<file path="src/rtl/mux_dff_arbiter_if.sv">
// Handshake bundle for the shared mux-plus-register stage: two requesters in, one result out.
// Latency: none (wires only); the registered stage lives in mux_dff_arbiter.
// Backpressure: out_ready from downstream gates in0_ready/in1_ready back to the requesters.
// Ports: in0_valid/in0_data/in0_ready, in1_valid/in1_data/in1_ready,
//        out_valid/out_data/out_sel/out_ready.
// master = requester/downstream side, slave = arbiter side.
interface mux_dff_arbiter_if #(
  parameter int DATA_W = 24
);
  logic              in0_valid;
  logic [DATA_W-1:0] in0_data;
  logic              in0_ready;
  logic              in1_valid;
  logic [DATA_W-1:0] in1_data;
  logic              in1_ready;
  logic              out_valid;
  logic [DATA_W-1:0] out_data;
  logic              out_sel;
  logic              out_ready;

  modport master (
    output in0_valid, in0_data, in1_valid, in1_data, out_ready,
    input  in0_ready, in1_ready, out_valid, out_data, out_sel
  );

  modport slave (
    input  in0_valid, in0_data, in1_valid, in1_data, out_ready,
    output in0_ready, in1_ready, out_valid, out_data, out_sel
  );
endinterface

</file>
<file path="src/rtl/mux_dff_arbiter.sv">
// Round-robin (with burst allowance) 2:1 arbiter feeding one registered select stage.
// Latency: 1 cycle from inX_valid&inX_ready to out_valid/out_data/out_sel.
// Backpressure: pass-through ready; readys drop only while the output is full and out_ready is low.
// Ports: clk, rst (async, active-high), bus (mux_dff_arbiter_if.slave).
// Optional MUX_DFF_ARB_STAT_EN adds stat_clr input and 16-bit grant_cnt0/grant_cnt1 outputs.
module mux_dff_arbiter #(
  parameter int DATA_W = 24,
  parameter int BURST  = 2,
  parameter int CNT_W  = 8
) (
  input  logic                clk,
  input  logic                rst,
  mux_dff_arbiter_if.slave    bus
`ifdef MUX_DFF_ARB_STAT_EN
  ,
  input  logic                stat_clr,
  output logic [15:0]         grant_cnt0,
  output logic [15:0]         grant_cnt1
`endif
);

  localparam logic [CNT_W-1:0] BURST_C = CNT_W'(BURST);
  localparam logic [CNT_W-1:0] ONE_C   = CNT_W'(1);

  typedef enum logic {EMPTY = 1'b0, FULL = 1'b1} state_t;

  state_t            state_q, state_d;
  logic              last_grant_q;
  logic [CNT_W-1:0]  burst_cnt_q;
  logic [DATA_W-1:0] out_data_q;
  logic              out_sel_q;

  logic              out_valid;
  logic              space;
  logic              any_valid;
  logic              load;
  logic              grant;

  assign out_valid = (state_q == FULL);
  // Pass-through ready: a full register that drains this edge can reload the same edge.
  assign space     = !out_valid || bus.out_ready;
  assign any_valid = bus.in0_valid || bus.in1_valid;
  // Readys are held low while rst is high even though the register already reads as empty.
  assign load      = space && any_valid && !rst;

  // Grant: a lone requester always wins; when contested, the last winner keeps
  // the path until it has used up its burst allowance.
  always_comb begin
    grant = last_grant_q;
    if (bus.in0_valid && !bus.in1_valid) begin
      grant = 1'b0;
    end else if (!bus.in0_valid && bus.in1_valid) begin
      grant = 1'b1;
    end else if (bus.in0_valid && bus.in1_valid) begin
      grant = (burst_cnt_q < BURST_C) ? last_grant_q : ~last_grant_q;
    end
  end

  always_ff @(posedge clk or posedge rst) begin
    if (rst) begin
      state_q <= EMPTY;
    end else begin
      state_q <= state_d;
    end
  end

  always_comb begin
    state_d       = state_q;
    bus.in0_ready = 1'b0;
    bus.in1_ready = 1'b0;
    case (state_q)
      EMPTY: begin
        if (load) state_d = FULL;
      end
      FULL: begin
        if (load) begin
          state_d = FULL;
        end else if (bus.out_ready) begin
          state_d = EMPTY;
        end
      end
      default: state_d = EMPTY;
    endcase
    if (load) begin
      bus.in0_ready = !grant;
      bus.in1_ready = grant;
    end
  end

  always_ff @(posedge clk or posedge rst) begin
    if (rst) begin
      out_data_q   <= '0;
      out_sel_q    <= 1'b0;
      last_grant_q <= 1'b1;
      burst_cnt_q  <= BURST_C;
    end else if (load) begin
      out_data_q   <= grant ? bus.in1_data : bus.in0_data;
      out_sel_q    <= grant;
      last_grant_q <= grant;
      if (grant == last_grant_q) begin
        burst_cnt_q <= (burst_cnt_q >= BURST_C) ? BURST_C : burst_cnt_q + ONE_C;
      end else begin
        burst_cnt_q <= ONE_C;
      end
    end
  end

  assign bus.out_valid = out_valid;
  assign bus.out_data  = out_data_q;
  assign bus.out_sel   = out_sel_q;

`ifdef MUX_DFF_ARB_STAT_EN
  always_ff @(posedge clk or posedge rst) begin
    if (rst) begin
      grant_cnt0 <= '0;
      grant_cnt1 <= '0;
    end else if (stat_clr) begin
      grant_cnt0 <= '0;
      grant_cnt1 <= '0;
    end else begin
      if (bus.in0_ready && grant_cnt0 != 16'hFFFF) grant_cnt0 <= grant_cnt0 + 16'd1;
      if (bus.in1_ready && grant_cnt1 != 16'hFFFF) grant_cnt1 <= grant_cnt1 + 16'd1;
    end
  end
`endif

endmodule

</file>
<file path="src/flat_wrapper.sv">
// flat-port wrapper written by rule: the top's interface ports become plain ports
module mux_dff_arbiter_flat 
#(
  parameter int DATA_W = 24,
  parameter int BURST  = 2,
  parameter int CNT_W  = 8
)
  (clk, rst, bus_in0_valid, bus_in0_data, bus_in1_valid, bus_in1_data, bus_out_ready, bus_in0_ready, bus_in1_ready, bus_out_valid, bus_out_data, bus_out_sel);
  mux_dff_arbiter_if #(.DATA_W(DATA_W)) bus_i ();
  input  logic clk;
  input  logic rst;
  input wire logic [$bits(bus_i.in0_valid)-1:0] bus_in0_valid;
  input wire logic [$bits(bus_i.in0_data)-1:0] bus_in0_data;
  input wire logic [$bits(bus_i.in1_valid)-1:0] bus_in1_valid;
  input wire logic [$bits(bus_i.in1_data)-1:0] bus_in1_data;
  input wire logic [$bits(bus_i.out_ready)-1:0] bus_out_ready;
  output wire logic [$bits(bus_i.in0_ready)-1:0] bus_in0_ready;
  output wire logic [$bits(bus_i.in1_ready)-1:0] bus_in1_ready;
  output wire logic [$bits(bus_i.out_valid)-1:0] bus_out_valid;
  output wire logic [$bits(bus_i.out_data)-1:0] bus_out_data;
  output wire logic [$bits(bus_i.out_sel)-1:0] bus_out_sel;
  assign bus_i.in0_valid = bus_in0_valid;
  assign bus_i.in0_data = bus_in0_data;
  assign bus_i.in1_valid = bus_in1_valid;
  assign bus_i.in1_data = bus_in1_data;
  assign bus_i.out_ready = bus_out_ready;
  assign bus_in0_ready = bus_i.in0_ready;
  assign bus_in1_ready = bus_i.in1_ready;
  assign bus_out_valid = bus_i.out_valid;
  assign bus_out_data = bus_i.out_data;
  assign bus_out_sel = bus_i.out_sel;
  mux_dff_arbiter #(.DATA_W(DATA_W), .BURST(BURST), .CNT_W(CNT_W)) u_core (.clk(clk), .rst(rst), .bus(bus_i));
endmodule
</file>
<file path="config.mk">
export PLATFORM = sky130hd
export DESIGN_NAME = mux_dff_arbiter_flat
export DESIGN_NICKNAME = d
export VERILOG_FILES = /design/src/rtl/mux_dff_arbiter_if.sv /design/src/rtl/mux_dff_arbiter.sv /design/src/flat_wrapper.sv
export SDC_FILE = /design/constraint.sdc
export NUM_CORES = 1
export LEC_CHECK = 0
export ABC_AREA = 1
export BUFFER_PORTS_ARGS = -buffer_cell sky130_fd_sc_hd__buf_2
export CAP_MARGIN = 10
export CORE_MARGIN = 5
export CORE_UTILIZATION = 45
export CTS_CLUSTER_SIZE = 16
export DETAILED_ROUTE_END_ITERATION = 8
export PLACE_DENSITY = 0.74
export SYNTH_ARGS = -nofsm -noshare
export SYNTH_HDL_FRONTEND = slang
export SYNTH_SLANG_ARGS = --single-unit
</file>
<file path="constraint.sdc">
create_clock -name clk -period 3.05 [get_ports clk]
set_input_delay 0.305 -clock clk [delete_from_list [all_inputs] [get_ports clk]]
set_output_delay 0.305 -clock clk [all_outputs]
set_load 0.005 [all_outputs]
</file>
### Yosys cells after proc, flatten, opt, wreduce, memory -nomap -nowiden

Cells that the tools add are included.

| word-level totals | value |
|---|---|
| logic and storage cells | 36 |
| output and inout bits | 28 |
| input bits | 53 |
| bits in registers | 35 |

| operators by class | value |
|---|---|
| order comparisons | 2 |
| equality and inequality tests | 1 |
| add/sub/neg operators | 1 |
| multiplexer cells | 13 |
| reduce and logical (&&, ||, !) cells | 12 |
| bitwise gates (word level) | 2 |

Operator list:

| kind | number |
|---|---|
| $mux 24 | 1 |
| $mux 8 | 2 |
| $mux 1 | 9 |
| $add 8x1->8 const B | 1 |
| $ge 8x2->1 const B | 1 |
| $lt 8x2->1 const B | 1 |
| $logic_and 1x1->1 | 5 |
| $logic_not 1->1 | 5 |
| $logic_or 1x1->1 | 2 |
| $not 1->1 | 2 |
| $pmux 1 s2 | 1 |
| $eq 1x1->1 | 1 |

### Longest topological paths before layout

| logic depth | value |
|---|---|
| depth after elaboration | 7 |
| mapped depth | 10 |

### Worst setup path after synthesis

Ideal clock, no wire load.

| timing | value |
|---|---|
| kind | input port to output port |
| from | input rst |
| to | output bus_in0_ready |
| path slack | 1058 ps |
| buffers on the path | 1 |
| stages | 6 |
| required time | 2745 ps |
| data arrival time | 1687 ps |
| path through | inv_1 -> nand2_1 -> nor2_1 -> inv_1 -> buf_2 -> nor2_1 |

| on the way | value |
|---|---|
| longest elaborated chain between the ends | 3 |

Ends and longest elaborated chain:

| element | RTL line | RTL |
|---|---|---|
| start, declared | flat_wrapper.sv:11 | `input logic rst;` |
| $logic_not 1->1 | mux_dff_arbiter.sv:44 | `assign load = space && any_valid && !rst;` |
| $logic_and 1x1->1 | mux_dff_arbiter.sv:44 |  |
| $mux 1 | mux_dff_arbiter.sv:84 | `if (load) begin` |
| end, declared | flat_wrapper.sv:17 | `output wire logic [$bits(bus_i.in0_ready)-1:0] bus_in0_ready;` |

Every way passes these cells.

### Worst setup path after layout

| timing | value |
|---|---|
| from | register u_core.burst_cnt_q[2] |
| to | output bus_in1_ready |

| on the way | value |
|---|---|
| longest elaborated chain between the ends | 6 |

Ends and longest elaborated chain:

| element | RTL line | RTL |
|---|---|---|
| start, declared | mux_dff_arbiter.sv:29 | `logic [CNT_W-1:0] burst_cnt_q;` |
| start signal, assigned | mux_dff_arbiter.sv:101 | `burst_cnt_q <= (burst_cnt_q >= BURST_C) ? BURST_C : burst_cnt_q + ONE_C;` |
| $lt 8x2->1 | mux_dff_arbiter.sv:55 | `grant = (burst_cnt_q < BURST_C) ? last_grant_q : ~last_grant_q;` |
| $mux 1 | mux_dff_arbiter.sv:55 |  |
| $mux 1 | mux_dff_arbiter.sv:54 | `end else if (bus.in0_valid && bus.in1_valid) begin` |
| $mux 1 | mux_dff_arbiter.sv:52 | `end else if (!bus.in0_valid && bus.in1_valid) begin` |
| $mux 1 | mux_dff_arbiter.sv:50 | `if (bus.in0_valid && !bus.in1_valid) begin` |
| $mux 1 | mux_dff_arbiter.sv:84 |  |
| end, declared | flat_wrapper.sv:18 | `output wire logic [$bits(bus_i.in1_ready)-1:0] bus_in1_ready;` |

Every way passes these cells.

==> impl_metrics.ini <==
[outcome]
status = finished clean

[finish]
num_antenna_cells = 0
area_delta_synth_final_pct = 24.7
final_cell_mix = buf_2, nand3_1, nand2_1
finish.utilization = 0.577
final_common_cell = buf_2
drive_gt1_frac = 0.385
layout.nets = 341
fin_cells = 336
fillers = 367

[placed_design]
numPortBuffers = 80
dpl.hpwl_um = 3310
placedCellCount = 329
gp_congestion = 0.865

[drt]
vias_per_cell = 5.07
drc = 0
highest_layer = met4
route.vias.total = 1705
antenna_left = 0
wirelength_met1_um = 2000
route.met3.wl_um = 407
drtIter0Drc = 112
totalWireLength_um = 4590
drt-pass1-iter-count = 6
dr_wl_met2_um = 2150
post_drt_wl_per_cell_um = 13.6

[synth]
synthSimpleGateAreaFrac = 0.379
synth_mux_area_frac = 0
synthXorXnorAreaFrac = 0.00477
netlist_area_um2 = 1840
synthAdderAreaFrac = 0.0136
synth_top_family_by_area = simple AND/OR/NAND/NOR gates
synth-seq-cells = 35
synth-compound-area-share = 0.0170
synth.net_count = 265
synth_warnings = 0
syn_area_per_cell_um2 = 8.75
ys_seq_area_frac = 0.478
synth.distinct_cells = 25
syn_inst = 210

[clocking]
cts_tree = done
cts_setup_buffers = 0
cts_inserted_buffers = 5
cts_hold_buf = 0
clk_latency_ns = 0.28
cts_max_level = 2
cts_sinks = 35
root_buffer = clkbuf_8
clk_path_buf_depth = 2
clk_pin_slew_ns = 0.06
cts_resized = 0

[pwr]
power_frac_clock = 0.201
intPower_mw = 1.04
p_leak_nw = 1.26
seqPwrFrac = 0.429
max-vdd-ir-drop_uv = 349
p_sw_frac = 0.363
power_frac_comb = 0.370
powerDensity_nw_per_um2 = 715
p_switching_uw = 595

[die]
die_h_um = 73.9
core_area_um2 = 3970
pin_count = 81
rows = 23
initial_core_util = 0.463
die_w_um = 73.9
dieArea_um2 = 5460

[setup_path]
rr_endpoint = u_core.burst_cnt_q[1]
cpPeakStageDelay_ns = 0.40
path_max_fanout = 7
worst-r2r-cell-count = 9
startpoint_type = flop
worst_path_most_repeated_cell = nand2_1
endpoint_kind = output pin
r2r_slack_ns = 1.33
crit_path_top_delay_cell = dfrtp_1
cp.arrival_ns = 1.77
regToRegStartpoint = u_core.bus.out_valid
crit_required_ns = 2.74
worstSetupPathType = flop to output pin
path_cells = inv_2, nand2_2, nor2_4, nand3_2, nand2_1, nand2_1, nand2_2, nand2_1, inv_1, buf_2

[timing]
rsz0062_at_grt = false
slew_violations = 0
slew_headroom = 0.583
max_freq_mhz = 483
setup_viol = 0
hold_viol = 0
fin_setup_tns_ns = 0
fin_crit_ns = 2.07
period_share = 0.679
skew_ns = 0.00139
tightest_slew_ns = 0.625
hold_slack_ns = 0.144

[global_route]
grt.overflow.total = 0
antenna_found_initial = 0
grt_pass1_wl_um = 7570
grt_pass1_vias = 1702
track_usage = 0.179
grt_max_degree = 56

[run]
maxCapViolations = 0

[min_path]
min_path_type = primary input to asynchronous set/reset pin
-- worst max path at each step --
stage | startpoint | end | slack [ns] | cells past startpoint
2_1_floorplan | rst | bus_in0_ready | 1.06 | 6
5_1_grt | u_core.burst_cnt_q[2] | bus_in1_ready | 0.81 | 10
3_5_place_dp | bus_in1_valid | u_core.burst_cnt_q[1] | 1.15 | 9
4_1_cts | u_core.burst_cnt_q[2] | bus_in1_ready | 0.94 | 10
3_3_place_gp | bus_in1_valid | u_core.burst_cnt_q[1] | 1.21 | 9
6_report | u_core.burst_cnt_q[2] | bus_in1_ready | 0.98 | 10
-- state kept, by name, summed over array words and instances, names as in the netlist --
name / flops
u_core.bus.out_data: 24
u_core.bus.out_valid: 1
u_core.bus.out_sel: 1
u_core.burst_cnt_q: 8
u_core.last_grant_q: 1
-- worst max-delay path: cells and delay by family (launching register included) --
kind	cells	cell delay, ns
simple gates	7	0.85
flops	1	0.40
buf+inv	3	0.24
-- power by group through the flow --
stage / combinational, mW / sequential [mW] / clock (mW)
floorplan: 0.391 / 0.714 / 0
CTS: 0.620 / 0.701 / 0.343
detailed placement: 0.619 / 0.705 / 0
global placement: 0.605 / 0.709 / 0
global route: 0.681 / 0.721 / 0.369
finish: 0.607 / 0.702 / 0.329
-- synthesized netlist by cell type (all sizes together) --
master | n | area, um^2
nand2 | 50 | 225
buf | 12 | 119
dfstp | 2 | 52.6
nand3 | 50 | 268
dfrtp | 33 | 826
nand4 | 24 | 150
nand3b | 1 | 7.51
inv | 19 | 71.3
ha | 2 | 25.0
clkbuf | 2 | 7.51
a21oi | 1 | 5.00
nor2 | 8 | 45.0
xor2 | 1 | 8.76
o22ai | 1 | 6.26
o21ai | 4 | 20.0
-- final cells by class --
cell class              instances  area, um^2  area share
multi-input cells             142         768       0.335
clock buffers                   6        82.6      0.0360
repair buffers                 83         423       0.185
clock inverters                 1        5.00     0.00218
flip-flops and latches         35         878       0.383
well taps                      50        62.6      0.0273
inverters                      19        71.3      0.0311
-- logic make-up after synthesis --
group           Yosys count
xor+xnor                  1
buf+inv                  33
fa+ha+maj                 2
flops                    35
compound gates            6
simple gates            133
-- through the flow --
step | worst slack (ns) | total power [mW] | area [um^2]
finish | 0.979 | 1.64 | 2290
global placement | 1.21 | 1.31 | 2200
CTS | 0.939 | 1.66 | 2290
floorplan | 1.06 | 1.11 | 1840
detailed placement | 1.15 | 1.32 | 2200
global route | 0.806 | 1.77 | 2290
-- metal layers --
metal / track usage / vias to the layer above
met5: 0 / -
met4: 0.0624 / 0
met3: 0.0561 / 4
met2: 0.302 / 59
met1: 0.215 / 781
li1: - / 861
Power figures use the tool's default switching activity.
